File: config.mk
export PLATFORM = sky130hd
export DESIGN_NAME = os_pe_db
export DESIGN_NICKNAME = d
export VERILOG_FILES = /design/src/rtl/os_pe_pkg.sv /design/src/rtl/os_pe_mac.sv /design/src/rtl/os_pe_db.sv
export SDC_FILE = /design/constraint.sdc
export NUM_CORES = 1
export LEC_CHECK = 0
export CAP_MARGIN = 10
export CORE_MARGIN = 1.5
export CORE_UTILIZATION = 40
export DETAILED_ROUTE_END_ITERATION = 6
export DONT_BUFFER_PORTS = 1
export RECOVER_POWER = 25
export SLEW_MARGIN = 40
export SYNTH_ARGS = -nofsm -noshare
export SYNTH_HDL_FRONTEND = slang
export SYNTH_HIERARCHICAL = 1
export SYNTH_SLANG_ARGS = --single-unit
File: constraint.sdc
create_clock -name clk -period 11.45 [get_ports clk]
set_input_delay 2.29 -clock clk [delete_from_list [all_inputs] [get_ports clk]]
set_output_delay 2.29 -clock clk [all_outputs]
set_load 0.02 [all_outputs]
File: src/rtl/os_pe_pkg.sv
// os_pe_pkg: saturation bounds, result-buffer states and elaboration check shared by the PE.
`define OS_PE_STATIC_ASSERT(cond, msg) if (!(cond)) begin : g_static_assert $error(msg); end

package os_pe_pkg;
  typedef enum logic {EMPTY = 1'b0, FULL = 1'b1} buf_state_t;
  function automatic longint umax(int w);
    return (longint'(1) << w) - 1;
  endfunction
  function automatic longint smax(int w);
    return (longint'(1) << (w - 1)) - 1;
  endfunction
  function automatic longint smin(int w);
    return -(longint'(1) << (w - 1));
  endfunction
endpackage

File: src/rtl/os_pe_mac.sv
// os_pe_mac: combinational multiply-accumulate with signed/unsigned two-sided saturation.
module os_pe_mac import os_pe_pkg::*; #(
  parameter int DAT_WIDTH = 8,
  parameter int ACC_WIDTH = 24
) (
  input  logic [DAT_WIDTH-1:0] i_a,
  input  logic [DAT_WIDTH-1:0] i_b,
  input  logic [ACC_WIDTH-1:0] i_addend,
  input  logic                 i_signed,
  output logic [ACC_WIDTH-1:0] o_sum,
  output logic                 o_sat
);
  localparam int SW = ACC_WIDTH + 2;
  localparam logic signed [SW-1:0] UMAX = SW'(umax(ACC_WIDTH));
  localparam logic signed [SW-1:0] SMAX = SW'(smax(ACC_WIDTH));
  localparam logic signed [SW-1:0] SMIN = SW'(smin(ACC_WIDTH));
  logic signed [DAT_WIDTH:0] w_a, w_b;
  logic signed [SW-1:0] w_prod, w_add, w_sum;
  logic w_hi, w_lo;
  // one extra bit per operand lets a single signed multiply cover both modes
  assign w_a    = {i_signed & i_a[DAT_WIDTH-1], i_a};
  assign w_b    = {i_signed & i_b[DAT_WIDTH-1], i_b};
  assign w_prod = SW'(w_a) * SW'(w_b);
  assign w_add  = {{2{i_signed & i_addend[ACC_WIDTH-1]}}, i_addend};
  assign w_sum  = w_prod + w_add;
  assign w_hi   = w_sum > (i_signed ? SMAX : UMAX);
  assign w_lo   = i_signed & (w_sum < SMIN);
  assign o_sat  = w_hi | w_lo;
  assign o_sum  = w_hi ? (i_signed ? SMAX[ACC_WIDTH-1:0] : UMAX[ACC_WIDTH-1:0]) :
                  w_lo ? SMIN[ACC_WIDTH-1:0] : w_sum[ACC_WIDTH-1:0];
endmodule

File: src/rtl/os_pe_db.sv
// os_pe_db: output-stationary systolic PE with in-band tile framing and a double-buffered result drain.
module os_pe_db import os_pe_pkg::*; #(
  parameter int DAT_WIDTH = 8,
  parameter int ACC_WIDTH = 24
) (
  input  logic                 clk,
  input  logic                 rst_n,
  input  logic                 din_row_en,
  input  logic [DAT_WIDTH-1:0] din_row,
  input  logic [DAT_WIDTH-1:0] din_col,
  input  logic                 din_first,
  input  logic                 din_last,
  input  logic                 mode_signed,
  output logic                 dout_row_en,
  output logic [DAT_WIDTH-1:0] dout_row,
  output logic [DAT_WIDTH-1:0] dout_col,
  output logic                 dout_first,
  output logic                 dout_last,
  output logic                 mode_signed_out,
  input  logic                 load_en,
  input  logic                 shift_en,
  input  logic [ACC_WIDTH-1:0] shift_dat_in,
  input  logic                 shift_vld_in,
  input  logic                 shift_sat_in,
  output logic [ACC_WIDTH-1:0] shift_dat_out,
  output logic                 shift_vld_out,
  output logic                 shift_sat_out,
  output logic                 res_pending,
  output logic                 err_overrun
);
  `OS_PE_STATIC_ASSERT(ACC_WIDTH >= 2 * DAT_WIDTH, "ACC_WIDTH must be at least 2*DAT_WIDTH")
  buf_state_t r_state, w_next;
  logic [ACC_WIDTH-1:0] r_acc, r_res, w_sum;
  logic r_sat, r_mode, r_res_sat, w_sat, w_sat_tile, w_last;
  os_pe_mac #(.DAT_WIDTH(DAT_WIDTH), .ACC_WIDTH(ACC_WIDTH)) u_mac (
    .i_a      (din_row),
    .i_b      (din_col),
    .i_addend (din_first ? '0 : r_acc),
    .i_signed (din_first ? mode_signed : r_mode),
    .o_sum    (w_sum),
    .o_sat    (w_sat)
  );
  assign w_last      = din_row_en & din_last;
  assign w_sat_tile  = w_sat | (~din_first & r_sat);
  assign res_pending = r_state == FULL;
  always_ff @(posedge clk) r_state <= !rst_n ? EMPTY : w_next;
  // a last beat always leaves a result buffered, even when it coincides with a load
  always_comb begin
    w_next = r_state;
    w_next = w_last ? FULL : load_en ? EMPTY : r_state;
  end
  always_ff @(posedge clk) begin
    if (!rst_n) begin
      {dout_row_en, dout_row, dout_col, dout_first, dout_last, mode_signed_out} <= '0;
      {r_acc, r_sat, r_mode, r_res, r_res_sat, err_overrun} <= '0;
      {shift_dat_out, shift_vld_out, shift_sat_out} <= '0;
    end else begin
      {dout_row_en, dout_row, dout_col} <= {din_row_en, din_row, din_col};
      {dout_first, dout_last, mode_signed_out} <= {din_first, din_last, mode_signed};
      if (din_row_en) begin
        r_acc <= w_sum;
        r_sat <= w_sat_tile;
        if (din_first) r_mode <= mode_signed;
      end
      if (w_last) {r_res, r_res_sat} <= {w_sum, w_sat_tile};
      if (w_last && r_state == FULL && !load_en) err_overrun <= 1'b1;
      if (load_en) {shift_dat_out, shift_vld_out, shift_sat_out} <= {r_res, r_state == FULL, r_res_sat};
      else if (shift_en) {shift_dat_out, shift_vld_out, shift_sat_out} <= {shift_dat_in, shift_vld_in, shift_sat_in};
    end
  end
endmodule
* Yosys cells after proc, flatten, opt, wreduce, memory -nomap -nowiden
Index checks and enable logic that the tools add are counted.
** Word-level totals
- Register bits after elaboration :: 99
- Logic and storage cells :: 48
** Operators by class
- Add/sub/neg operators :: 1
- Multiply operators :: 1
- Magnitude comparators :: 2
- Multiplexer cells :: 14
- Bitwise logic cells :: 9
- Reduce and logical (&&, ||, !) cells :: 5
** Operators with widths (count)
- 24-bit two-way mux :: 7
- 18-bit by 25-bit adder with 26-bit output :: 1
- 26-bit > comparator :: 1
- 26-bit by 24-bit less-than comparator with 1-bit output (second input constant) :: 1
- 9-bit by 9-bit multiplier with 18-bit output :: 1
- 1-bit two-way mux :: 7
- 1-bit AND :: 6
- 2-bit nonzero test :: 2
- 1-bit logical AND :: 2
- 1-bit bitwise OR :: 2
- 1-bit zero test :: 1
- 1-bit inverter :: 1

* Depth between registers and ports, before layout
- Depth in word-level cells :: 8
- Gate-level depth with buffers :: 35
- Depth with buffers taken out :: 31

* Modules after synthesis
The synthesis kept the hierarchy.
** By module, submodules not included
- os_pe_mac :: times used 1, cells each 670, area an instance 5582.9 um^2
- os_pe_db :: times used 1, cells each 392, area an instance 4289.1 um^2

* Worst setup path after synthesis
No wires, ideal clock.
- Path type :: input-to-reg
- Start point :: input din_first
- End point :: register r_res[7]
- Library setup time :: 0.115 ns
- Arrival :: 9.783 ns
- Data required time :: 11.335 ns
- Path slack :: 1.552 ns
- Cell stages on the path :: 34
- Path buffers :: 4
- Cell sequence :: buf_2 mux2_2 and2_1 clkbuf_1 nand2_1 inv_1 fa_1 fa_1 fa_1 fa_1 inv_1 fa_1 inv_1 ha_1 buf_2 and4_4 and3_1 a21boi_2 o311ai_1 a31oi_1 nand4b_1 o211ai_1 ha_1 nand3_1 or4_1 nor3_1 nand4_1 nor4_1 nand4_1 a21oi_2 buf_6 o31ai_1 and3_1 o21a_1
** Between the ends
- Word-level cells in the longest chain between the ends :: 8
- Elaborated cells on any way between the ends :: 13
** Ends and longest elaborated chain
- start: declaration :: line os_pe_db.sv:11 : input logic din_first,
- 1-bit two-way mux
- 1-bit AND, on equally long branches :: line os_pe_mac.sv:21, os_pe_mac.sv:22
- 9-bit by 9-bit multiplier with 18-bit output :: line os_pe_mac.sv:23 : assign w_prod = SW'(w_a) * SW'(w_b);
- 18-bit by 25-bit adder with 26-bit output :: line os_pe_mac.sv:25 : assign w_sum = w_prod + w_add;
- 26-bit by 24-bit less-than comparator with 1-bit output :: line os_pe_mac.sv:27 : assign w_lo = i_signed & (w_sum < SMIN);
- 1-bit AND :: line os_pe_mac.sv:27
- 24-bit two-way mux :: line os_pe_mac.sv:30 : w_lo ? SMIN[ACC_WIDTH-1:0] : w_sum[ACC_WIDTH-1:0];
- 24-bit two-way mux (*) :: line os_pe_mac.sv:29 : assign o_sum = w_hi ? (i_signed ? SMAX[ACC_WIDTH-1:0] : UMAX[ACC_WIDTH-1:0]) :
- named net w_sum[7] :: line os_pe_db.sv:33 : logic [ACC_WIDTH-1:0] r_acc, r_res, w_sum;
- end signal: assignment :: line os_pe_db.sv:65 : if (w_last) {r_res, r_res_sat} <= {w_sum, w_sat_tile};
- end: declaration :: line os_pe_db.sv:33
The timed path passes the listed nets; every way through them passes the cells marked *.
A chain may end at the register's enable or synchronous reset.

* Worst setup path after layout
- Start point :: input din_first
- End point :: register r_res[8]
The elaborated chain is that of the path after synthesis.

==> results.json <==
{
  "drt-total-wl_mm": 21.15,
  "clkTransAtPathRegs_ns": 0.08,
  "ctsResizeCount": 0,
  "seqPwrFrac_pct": 16.6,
  "crit_slowest_cell": "fa_1",
  "worst-path-max-fanout": 28,
  "multiInputGateArea_um2": 6837,
  "share_comb_of_total_power_pct": 72.5,
  "synth_nets": 1279,
  "intPower_mw": 1.455,
  "async_flop_share_pct": 0,
  "drt_iter0_drc": 431,
  "crit_family": "adder cells",
  "worst_pin_slew_ns": 0.6744,
  "h-tree-depth": 3,
  "holdWs_ns": 0.5197,
  "p_clk_share_pct": 10.9,
  "hold_class": "register to register",
  "yosysTopAreaCellShare_pct": 20.68,
  "syn_area_um2": 9872,
  "crit_path_end_kind": "register",
  "ys_types": 71,
  "grt_pass1_vias": 6925,
  "rsz0062_at_grt": "false",
  "fin_nets": 1231,
  "clock-root-buffer": "clkbuf_16",
  "vias": 6917,
  "worstPathRequired_ns": 11.71,
  "synthTopCellsByCount": "175 x inv_1, 102 x fa_1, 99 x dfxtp_1, 65 x ha_1, 60 x and2_1",
  "ioPinCount": 98,
  "cts_hold_buf": 0,
  "die_h_um": 160.1,
  "max_freq_ghz": 0.09694,
  "maxCapViolCount": 0,
  "rows": 57,
  "vias_per_cell": 5.150,
  "antenna_found_initial": 0,
  "path_buf_inv": 4,
  "start_util_pct": 40.71,
  "groute.usage.overall_pct": 17.09,
  "p_switching_mw": 1.492,
  "design.die.area_um2": 25630,
  "synth_ff_type": "dfxtp_1",
  "diodes": 0,
  "yosys.area.top_type": "fa_1",
  "cts_tree": "built",
  "clock_latency_ns": 0.36,
  "core_um2": 24250,
  "fill_cells": 2416,
  "setup_viol": 0,
  "fin_crit_ns": 10.32,
  "vdd_ir_drop_max_uv": 152.3,
  "fin_crit_sh_pct": 90.10,
  "drt.antenna.violating_nets": 0,
  "io_buffers": 0,
  "grt_overflow_total": 0,
  "synth_area_leaders": "fa_1 21%, dfxtp_1 20%, ha_1 8.2%",
  "cp-start-kind": "input port",
  "gp_congestion": 0.8389,
  "drcViolationCount": 0,
  "critPathMostFrequentCell": "fa_1",
  "synth.most_common_cell": "inv_1",
  "swShare_pct": 50.63,
  "fin_worst_skew_ns": 0.01081,
  "synth-edff-count": 0,
  "power_leakage_nw": 5.054,
  "drv_slew": 0,
  "grt_pass1_wl_mm": 35.40,
  "hpwl_mm": 16.20,
  "wl_per_cell_um": 15.75,
  "cp_slowest_stage_delay_ns": 0.63,
  "critical_path_arrival_ns": 10.57,
  "slew_headroom_pct": 53.88,
  "ys.warnings.count": 6,
  "cts_buffer_depth": 2,
  "syn_area_per_cell_um2": 9.296,
  "grt_start_max_net_pins": 100,
  "drive_gt1_share_pct": 6.771,
  "cts_sinks": 99,
  "post_cts_buffers": 0,
  "ys_ff_latch": 99,
  "cts_buffers": 9,
  "synthCells": 1062,
  "drt_first_pass_iters": 5,
  "hold_viol": 0,
  "outcome": "finished clean",
  "die_w_um": 160.1,
  "synth-seq-area-share_pct": 20.08,
  "crit_type": "input port to register",
  "setup-tns-final_ns": 0,
  "regArea_um2": 1982,
  "syn_to_final_growth_pct": 3.409,
  "power_density_nw_per_um2": 288.6
}
==> cells by family (layout without fill, tap and decap cells) <==
family | Yosys count | in the layout | synth area share [%]
flip-flops | 99 | 99 | 20.08
AO/OA/AOI/OAI | 190 | 190 | 15.72
adder cells (fa/ha/maj) | 167 | 167 | 28.92
buffers and inverters | 236 | 193 | 10.14
AND/OR/NAND/NOR | 305 | 305 | 17.62
multiplexers | 52 | 52 | 6.375
XOR/XNOR | 13 | 13 | 1.153
==> tightest hold or removal path, delay by kind of cell, from the launching register on <==
kind	cells	cell delay [ns]
AND/OR/NAND/NOR	1	0.10
flip-flops	1	0.33
multiplexers	1	0.07
==> flip-flops by register name (all words and copies together) (netlist names) <==
signal and flops:
dout_col 8, res_pending 1, dout_row 8, shift_sat_out 1, dout_row_en 1, r_acc 24
r_res_sat 1, dout_last 1, shift_dat_out 24, err_overrun 1, r_res 24, dout_first 1
shift_vld_out 1, mode_signed_out 1, r_mode 1, r_sat 1
==> routing by layer <==
metal	GRT usage (%)	part of all wire, %	vias up
met5	0	0	-
met4	3.993	1.4	0
met3	1.948	2.4	18
met2	30.22	52	84
met1	22.27	44	3452
li1	-	-	3363
==> path summary, 6_finish.rpt <==
path	startpoint	to	slack, ns	cells after the start
max	din_first	r_res[8]	1.13	31
min	r_acc[6]	r_acc[6]	0.52	2
max reg2reg	r_mode	r_res[8]	2.81	31
min reg2reg	r_acc[6]	r_acc[6]	0.52	2
==> cells in the final DEF, fill, tap and decap left out, types with 7 or more instances in the layout <==
| cell type | instances |
|---|---|
| ha_1 | 65 |
| dfxtp_1 | 99 |
| nand2b_1 | 19 |
| and2_1 | 58 |
| and3_1 | 31 |
| mux2_2 | 7 |
| fa_1 | 102 |
| o211a_1 | 28 |
| nand3_1 | 9 |
| nor2_1 | 25 |
| a21o_1 | 9 |
| nor2b_1 | 52 |
| mux2_1 | 14 |
| o21a_1 | 27 |
| o21ai_0 | 11 |
| a21boi_0 | 26 |
| or2b_1 | 15 |
| nor3_1 | 9 |
| a21oi_1 | 21 |
| inv_1 | 175 |
| nand2_1 | 55 |
| mux2i_1 | 25 |
| o21ai_2 | 19 |
| xnor2_1 | 8 |
| clkbuf_16 | 9 |
| o211ai_1 | 8 |
==> stage by stage <==
step                      instance area (um^2)  cells  power, mW  worst slack, ns  utilization (%)
after floorplan                           9872   1062      2.212            1.552                -
after global placement                    9941   1326      2.607            1.046            41.00
after detailed placement                  9956   1327      2.633           0.9060            41.06
after CTS                                10260   1343      2.969            1.238            42.32
after global routing                     10210   1343      3.231           0.6306            42.10
final                                    10210   1343      2.946            1.134            42.10
==> final cells by class <==
cell class	instances	area share, %
clock buffers	9	2.206
clock inverters	7	0.7844
inverters	175	6.435
multi-input cells	727	66.97
flip-flops and latches	99	19.41
well taps	324	3.971
repair buffers	2	0.2206
==> power groups by stage <==
| stage | sequential, mW | combinational (mW) | clock, mW |
|---|---|---|---|
| final | 0.489 | 2.14 | 0.321 |
| after CTS | 0.492 | 2.14 | 0.332 |
| after floorplan | 0.480 | 1.73 | 0 |
| after detailed placement | 0.500 | 2.13 | 0 |
| after global placement | 0.501 | 2.11 | 0 |
| after global routing | 0.500 | 2.39 | 0.343 |
Note: power is estimated with default switching activity, not from simulation.
